==> config.mk <==
export PLATFORM = sky130hd
export DESIGN_NAME = fifo_read_streamer
export DESIGN_NICKNAME = d
export VERILOG_FILES = /design/src/rtl/fifo_read_streamer.sv
export SDC_FILE = /design/constraint.sdc
export NUM_CORES = 1
export LEC_CHECK = 0
export ABC_CLOCK_PERIOD_IN_PS = 3800
export CORE_AREA = 2 2 76 78
export CTS_BUF_LIST = sky130_fd_sc_hd__clkbuf_8 sky130_fd_sc_hd__clkbuf_16
export DETAILED_ROUTE_END_ITERATION = 8
export DIE_AREA = 0 0 78 80
export GPL_TIMING_DRIVEN = 0
export PLACE_DENSITY = 0.62
export SLEW_MARGIN = 20
export SYNTH_ARGS = -nofsm -noshare
export SYNTH_HDL_FRONTEND = slang
export SYNTH_SLANG_ARGS = --single-unit
==> constraint.sdc <==
create_clock -name rclk -period 3.8 [get_ports rclk]
set_input_delay 0.57 -clock rclk [delete_from_list [all_inputs] [get_ports rclk]]
set_output_delay 0.57 -clock rclk [all_outputs]
set_load 0.05 [all_outputs]
==> src/rtl/fifo_read_streamer.sv <==
// Pops words from a FIFO with one-cycle registered read data and presents them as a
// valid/ready stream, with optional fixed-length packet framing and a beat counter.
module fifo_read_streamer #(
  parameter int DW      = 8,
  parameter int PKT_LEN = 0,
  parameter int CW      = 16
) (
  input  logic          rclk,
  input  logic          rrst,
  input  logic          fifo_rempty,
  input  logic [DW-1:0] fifo_rdata,
  output logic          fifo_ren,
  output logic [DW-1:0] out_data,
  output logic          out_valid,
  input  logic          out_ready,
  output logic          out_last,
  input  logic          flush,
  output logic [CW-1:0] word_count
);

  logic [1:0]    occ_reg, occ_next;
  logic [1:0]    head_reg, head_next;
  logic [1:0]    tail_reg, tail_next;
  logic          inflight_reg;
  logic [DW-1:0] buf_reg [3];
  logic [CW-1:0] word_count_reg;
  logic [2:0]    fill;
  logic          capture;
  logic          deq;

  function automatic logic [1:0] next_ptr(input logic [1:0] p);
    return (p == 2'd2) ? 2'd0 : p + 2'd1;
  endfunction

  // Words already buffered plus the one in flight must fit in the three slots.
  assign fill      = {1'b0, occ_reg} + {2'b00, inflight_reg};
  assign fifo_ren  = !rrst && !flush && !fifo_rempty && (fill < 3'd3);
  assign capture   = inflight_reg && !flush;
  assign out_valid = (occ_reg != 2'd0);
  assign deq       = out_valid && out_ready;
  assign word_count = word_count_reg;

  always_comb begin
    out_data = buf_reg[0];
    case (head_reg)
      2'd1:    out_data = buf_reg[1];
      2'd2:    out_data = buf_reg[2];
      default: ;
    endcase
  end

  always_comb begin
    occ_next  = occ_reg;
    head_next = head_reg;
    tail_next = tail_reg;
    if (deq)
      head_next = next_ptr(head_reg);
    if (capture)
      tail_next = next_ptr(tail_reg);
    case ({capture, deq})
      2'b10:   occ_next = occ_reg + 2'd1;
      2'b01:   occ_next = occ_reg - 2'd1;
      default: ;
    endcase
    if (flush) begin
      occ_next  = 2'd0;
      head_next = 2'd0;
      tail_next = 2'd0;
    end
  end

  always_ff @(posedge rclk) begin
    if (rrst) begin
      occ_reg        <= 2'd0;
      head_reg       <= 2'd0;
      tail_reg       <= 2'd0;
      inflight_reg   <= 1'b0;
      word_count_reg <= '0;
      for (int i = 0; i < 3; i++)
        buf_reg[i] <= '0;
    end else begin
      occ_reg      <= occ_next;
      head_reg     <= head_next;
      tail_reg     <= tail_next;
      inflight_reg <= fifo_ren;
      // A beat handshaken in a flush cycle was seen by the consumer, so it still counts.
      if (deq)
        word_count_reg <= word_count_reg + 1'b1;
      for (int i = 0; i < 3; i++)
        if (capture && (tail_reg == 2'(i)))
          buf_reg[i] <= fifo_rdata;
    end
  end

  generate
    if (PKT_LEN > 0) begin : g_frame
      localparam int BW = (PKT_LEN > 1) ? $clog2(PKT_LEN) : 1;
      localparam logic [BW-1:0] LAST_BEAT = BW'(PKT_LEN - 1);
      logic [BW-1:0] beat_reg, beat_next;

      always_comb begin
        beat_next = beat_reg;
        if (deq)
          beat_next = (beat_reg == LAST_BEAT) ? '0 : beat_reg + 1'b1;
        if (flush)
          beat_next = '0;
      end

      always_ff @(posedge rclk) begin
        if (rrst)
          beat_reg <= '0;
        else
          beat_reg <= beat_next;
      end

      assign out_last = out_valid && (beat_reg == LAST_BEAT);
    end else begin : g_noframe
      assign out_last = 1'b0;
    end
  endgenerate

endmodule

After elaboration in Yosys (flattened, before gate mapping)
Memory sizes are Yosys's and may differ from the RTL's.
Index checks and enable logic that the tools add are counted.
{"block": "totals", "register_bits": 23, "ram_bits": 24, "in_bits": 13, "out_inout_bits": 27, "word_cells": 55, "memories": 1}
{"name": "buf_reg", "words": 3, "word_bits": 8, "read_ports": 3, "rd_clocked_by_memory_dff": 0, "write_ports": 3, "line_no": "25", "rtl": "logic [DW-1:0] buf_reg [3];"}
{"block": "op_classes", "addsub": 6, "order_cmp": 1, "eq_ne": 6, "mux": 18, "n_bitwise": 3, "n_reduce_logical": 15}
{"op": "$mux W8", "count": 3}
{"op": "$add A16 B1 Y16 const B", "count": 1}
{"op": "$pmux W8 S2", "count": 1}
{"op": "$mux W1", "count": 11}
{"op": "$logic_and A1 B1 Y1", "count": 8}
{"op": "$add A2 B1 Y2 const B", "count": 3}
{"op": "$eq A2 B1 Y1 const B", "count": 3}
{"op": "$eq A2 B2 Y1 const B", "count": 3}
{"op": "$mux W2", "count": 2}
{"op": "$pmux W2 S2", "count": 1}
{"op": "$reduce_bool A2 Y1", "count": 2}
{"op": "$add A2 B1 Y3", "count": 1}
{"op": "$logic_not A1 Y1", "count": 3}
{"op": "$lt A3 B2 Y1 const B", "count": 1}
{"op": "$or A1 B1 Y1", "count": 3}
{"op": "$logic_not A2 Y1", "count": 1}
{"op": "$reduce_or A2 Y1", "count": 1}
{"op": "$sub A2 B1 Y2 const B", "count": 1}

Depth between registers and ports, before layout
{"block": "depth", "word_depth": 7, "depth_mapped": 6, "depth_no_buf": 6}

Least setup slack after synthesis
Ideal clock, no wire load.
{"block": "synth_path", "kind": "input to output", "startpoint": "input rrst", "endpoint": "output fifo_ren", "arrival_ns": 3.641, "required_time_ns": 3.230, "slack_ns": -0.411, "stages": 4, "path_buffers": 2, "path_cell_list": "clkbuf_1 > or2_2 > clkbuf_1 > a2111oi_0"}
{"block": "synth_via", "elab_chain_len": 4}
{"element": "start, declared", "line_no": "9", "rtl": "input logic rrst,"}
{"element": "$logic_not A1 Y1", "line_no": "37", "rtl": "assign fifo_ren = !rrst && !flush && !fifo_rempty && (fill < 3'd3);"}
{"element": "$logic_and A1 B1 Y1 (3 in a row)", "line_no": "37"}
{"element": "end, declared", "line_no": "12", "rtl": "output logic fifo_ren,"}
No other way between the ends.

Worst setup path after layout
{"block": "layout_path", "startpoint": "register head_reg[0]", "endpoint": "output out_data[0]"}
{"block": "layout_via", "elab_chain_len": 2, "word_cells_on_any_way": 3, "cone_classes": "eq/ne (2); mux (1)"}
{"element": "start, declared", "line_no": "22", "rtl": "logic [1:0] head_reg, head_next;"}
{"element": "start signal, assigned", "line_no": "83", "rtl": "head_reg <= head_next;"}
{"element": "$eq A2 B2 Y1 or $eq A2 B1 Y1 (tied branches)", "line_no": "45", "rtl": "case (head_reg)"}
{"element": "$pmux W8 S2 *", "line_no": "45"}
{"element": "end, declared", "line_no": "13", "rtl": "output logic [DW-1:0] out_data,"}
Mark *: on every way between the ends. The rest lies on a longest branch, timed or not.

==> impl_metrics.yaml <==
grt:
  grt_pass1_wl_um: 6840
  grt_max_degree: 14
  antenna_found_initial: 0
  grt_usage_pct: 14.1
  grt_pass1_vias: 1462
  overflow: 0
cells_and_area:
  fin_util_pct: 48.6
  area_growth_pct: 26.7
  largest_register_ffs: 24
  drive_gt1_share_pct: 6.72
  final_area_mm2: 0.00263
  antenna_cells: 0
  nets: 258
  final_cells: 310
drt:
  wl_met2_um: 1960
  num_vias: 1542
  routed_via_density: 4.97
  drc: 0
  wire_per_inst_um: 13.0
  firstDrtPassIters: 4
  detail_route.iter0.violations: 84
  highest_layer: "met4"
  ant_nets: 0
  wl_met3_um: 125
  wirelength_um: 4030
  met1_length_um: 1870
clocking:
  cts_buffer_depth: 2
  htreeDepth: 2
  cts_tree: "built"
  cts_setup_buffers: 0
  clk_latency_ps: 290
  post_cts_resized: 0
  cts_root_buf: "clkbuf_8"
  clock_sinks: 47
  ctsHoldBuffers: 0
  cts_buffers: 5
  cts.clk_slew.worst_paths_ps: 80
power_and_ir_drop:
  power_density_mw_per_mm2: 341
  p_leak_nw: 0.856
  vdd_drop_max_v: 0.000150
run:
  drv_cap: 0
worst_setup_path:
  reg2reg_slack_ps: 1880
  cp_num_buf_inv: 4
  cp_top_family: "buffers and inverters"
  crit_path_frequent_cell: "clkbuf_1"
  start_kind: "flip-flop"
  critPathKind: "flip-flop to output port"
  critPathMaxFanout: 10
  cp_cell_sequence: "inv_1 > ha_1 > clkbuf_1 > clkbuf_1 > nor2_1 > a21oi_1 > clkdlybuf4s50_1"
  crit_arrival_ps: 2730
  setup.worst_path.end_class: "output port"
  cp.required_ps: 3230
  cp_slowest_stage_delay_ps: 810
  cpMaxStageDelayCell: "clkdlybuf4s50_1"
timing:
  relSlewSlack_pct: 40.1
  fmax_ghz: 0.303
  tightest_slew_ps: 893
  setup_tns_ps: 0
  period_minus_slack_ps: 3300
  rsz0062_at_grt: "false"
  worst_slack_ps: 500
  setup_viol: 0
  final-hold-violation-count: 0
  fin_crit_sh_pct: 86.8
  skew_ps: 7.42
  report.final.slew_viol_count: 0
logic_synthesis:
  synth_fp_nets: 214
  netlist_area_mm2: 0.00207
  avgSynthCellArea_um2: 10.7
  synth_area_leader_cell: "edfxtp_1"
  netlist_top_cells_count: "edfxtp_1 (24), dfxtp_1 (23), nor2_1 (21)"
  ys.flop_type: "edfxtp_1"
  post-synth-top-area-fraction_pct: 34.7
  synth.distinct_cells: 37
  yosysWarningCount: 0
  synth_edf_count: 24
  synth_area_leaders: "edfxtp_1 (35%), dfxtp_1 (22%), ha_1 (4.8%)"
  postSynth.asyncResetShare_pct: 0
  ys_ff_latch: 47
  yosysMostFrequentCell: "edfxtp_1"
  yosysSeqAreaShare_pct: 56.9
  syn_inst: 193
floorplan:
  io_pins: 40
  initial_core_util_pct: 38.4
  core_mm2: 0.00541
  die_area_mm2: 0.00624
  die_h_um: 80
  rows: 27
  die-width_um: 78
placed_design:
  dp_worst_setup_slack_ps: 534
  postPlaceCellArea_mm2: 0.00255
  place_hpwl_um: 2860
  portBuffers: 37
  gp_congestion: 0.756
  placedCellCount: 302
worst_hold_path:
  hold_class: "flip-flop to flip-flop"
outcome:
  status: "completed"
[layout make-up]
class / instances / area [µm²]
clock inverter: 3 / 12.5
fill: 524 / 2780
sequential: 47 / 1180
buffer: 8 / 33.8
multi-input combinational: 131 / 845
clock buffer: 5 / 68.8
inverter: 7 / 26.3
tap: 72 / 90.1
timing repair buffer: 37 / 370
[cells by family (layout without fill, tap and decap cells)]
logic type / Yosys count / after routing / synth area share [%]
mux: 2 / 2 / 1.03
other cells: 1 / 1 / 0.181
compound gates: 41 / 41 / 12.6
xor+xnor: 11 / 11 / 4.64
fa+ha+maj: 8 / 8 / 4.83
simple gates: 68 / 68 / 16.9
flops: 47 / 47 / 56.9
buf+inv: 15 / 60 / 2.90
[layout by cell type, fill, tap and decap left out, types with 8 or more instances in the layout]
cell	instances
a21oi_1	18
a22oi_1	8
and2_1	8
clkdlybuf4s50_1	37
dfxtp_1	23
edfxtp_1	24
ha_1	8
inv_1	8
nand2_1	12
nor2_1	21
xnor2_1	8
[worst register-to-register path, delay by kind of cell (launching register included)]
| family | cells | cell delay [ps] |
|---|---|---|
| AO/OA/AOI/OAI | 2 | 450 |
| adder cells (fa/ha/maj) | 1 | 380 |
| buffers and inverters | 1 | 290 |
| flip-flops | 1 | 380 |
| AND/OR/NAND/NOR | 1 | 350 |
[worst paths after layout]
kind / from / to / cells after the start
hold / removal: head_reg[1]$_SDFFE_PP0P_ / head_reg[1]$_SDFFE_PP0P_ / 2
setup reg to reg: occ_reg[1]$_SDFFE_PP0P_ / occ_reg[1]$_SDFFE_PP0P_ / 5
setup / recovery: head_reg[0]$_SDFFE_PP0P_ / out_data[0] / 7
hold reg to reg: head_reg[1]$_SDFFE_PP0P_ / head_reg[1]$_SDFFE_PP0P_ / 2
[power by group]
group	internal, mW	leakage [nW]	switching (mW)
sequential	0.544	0.431	0.00458
clock	0.124	0.0505	0.152
combinational	0.0265	0.374	0.0438
[metal layers]
layer | GRT usage, % | vias up
met5 | 0 | -
met1 | 17.9 | 727
met2 | 23.3 | 29
li1 | - | 780
met4 | 5.79 | 0
met3 | 3.28 | 6
[metrics by stage]
stage          total power [mW]  hold slack (ps)
4_1_cts                   0.906              488
3_3_place_gp              0.630              470
5_1_grt                   0.932              503
3_5_place_dp              0.632              471
6_report                  0.895              486
2_1_floorplan             0.601              453
Note: power is estimated with default switching activity, not from simulation.
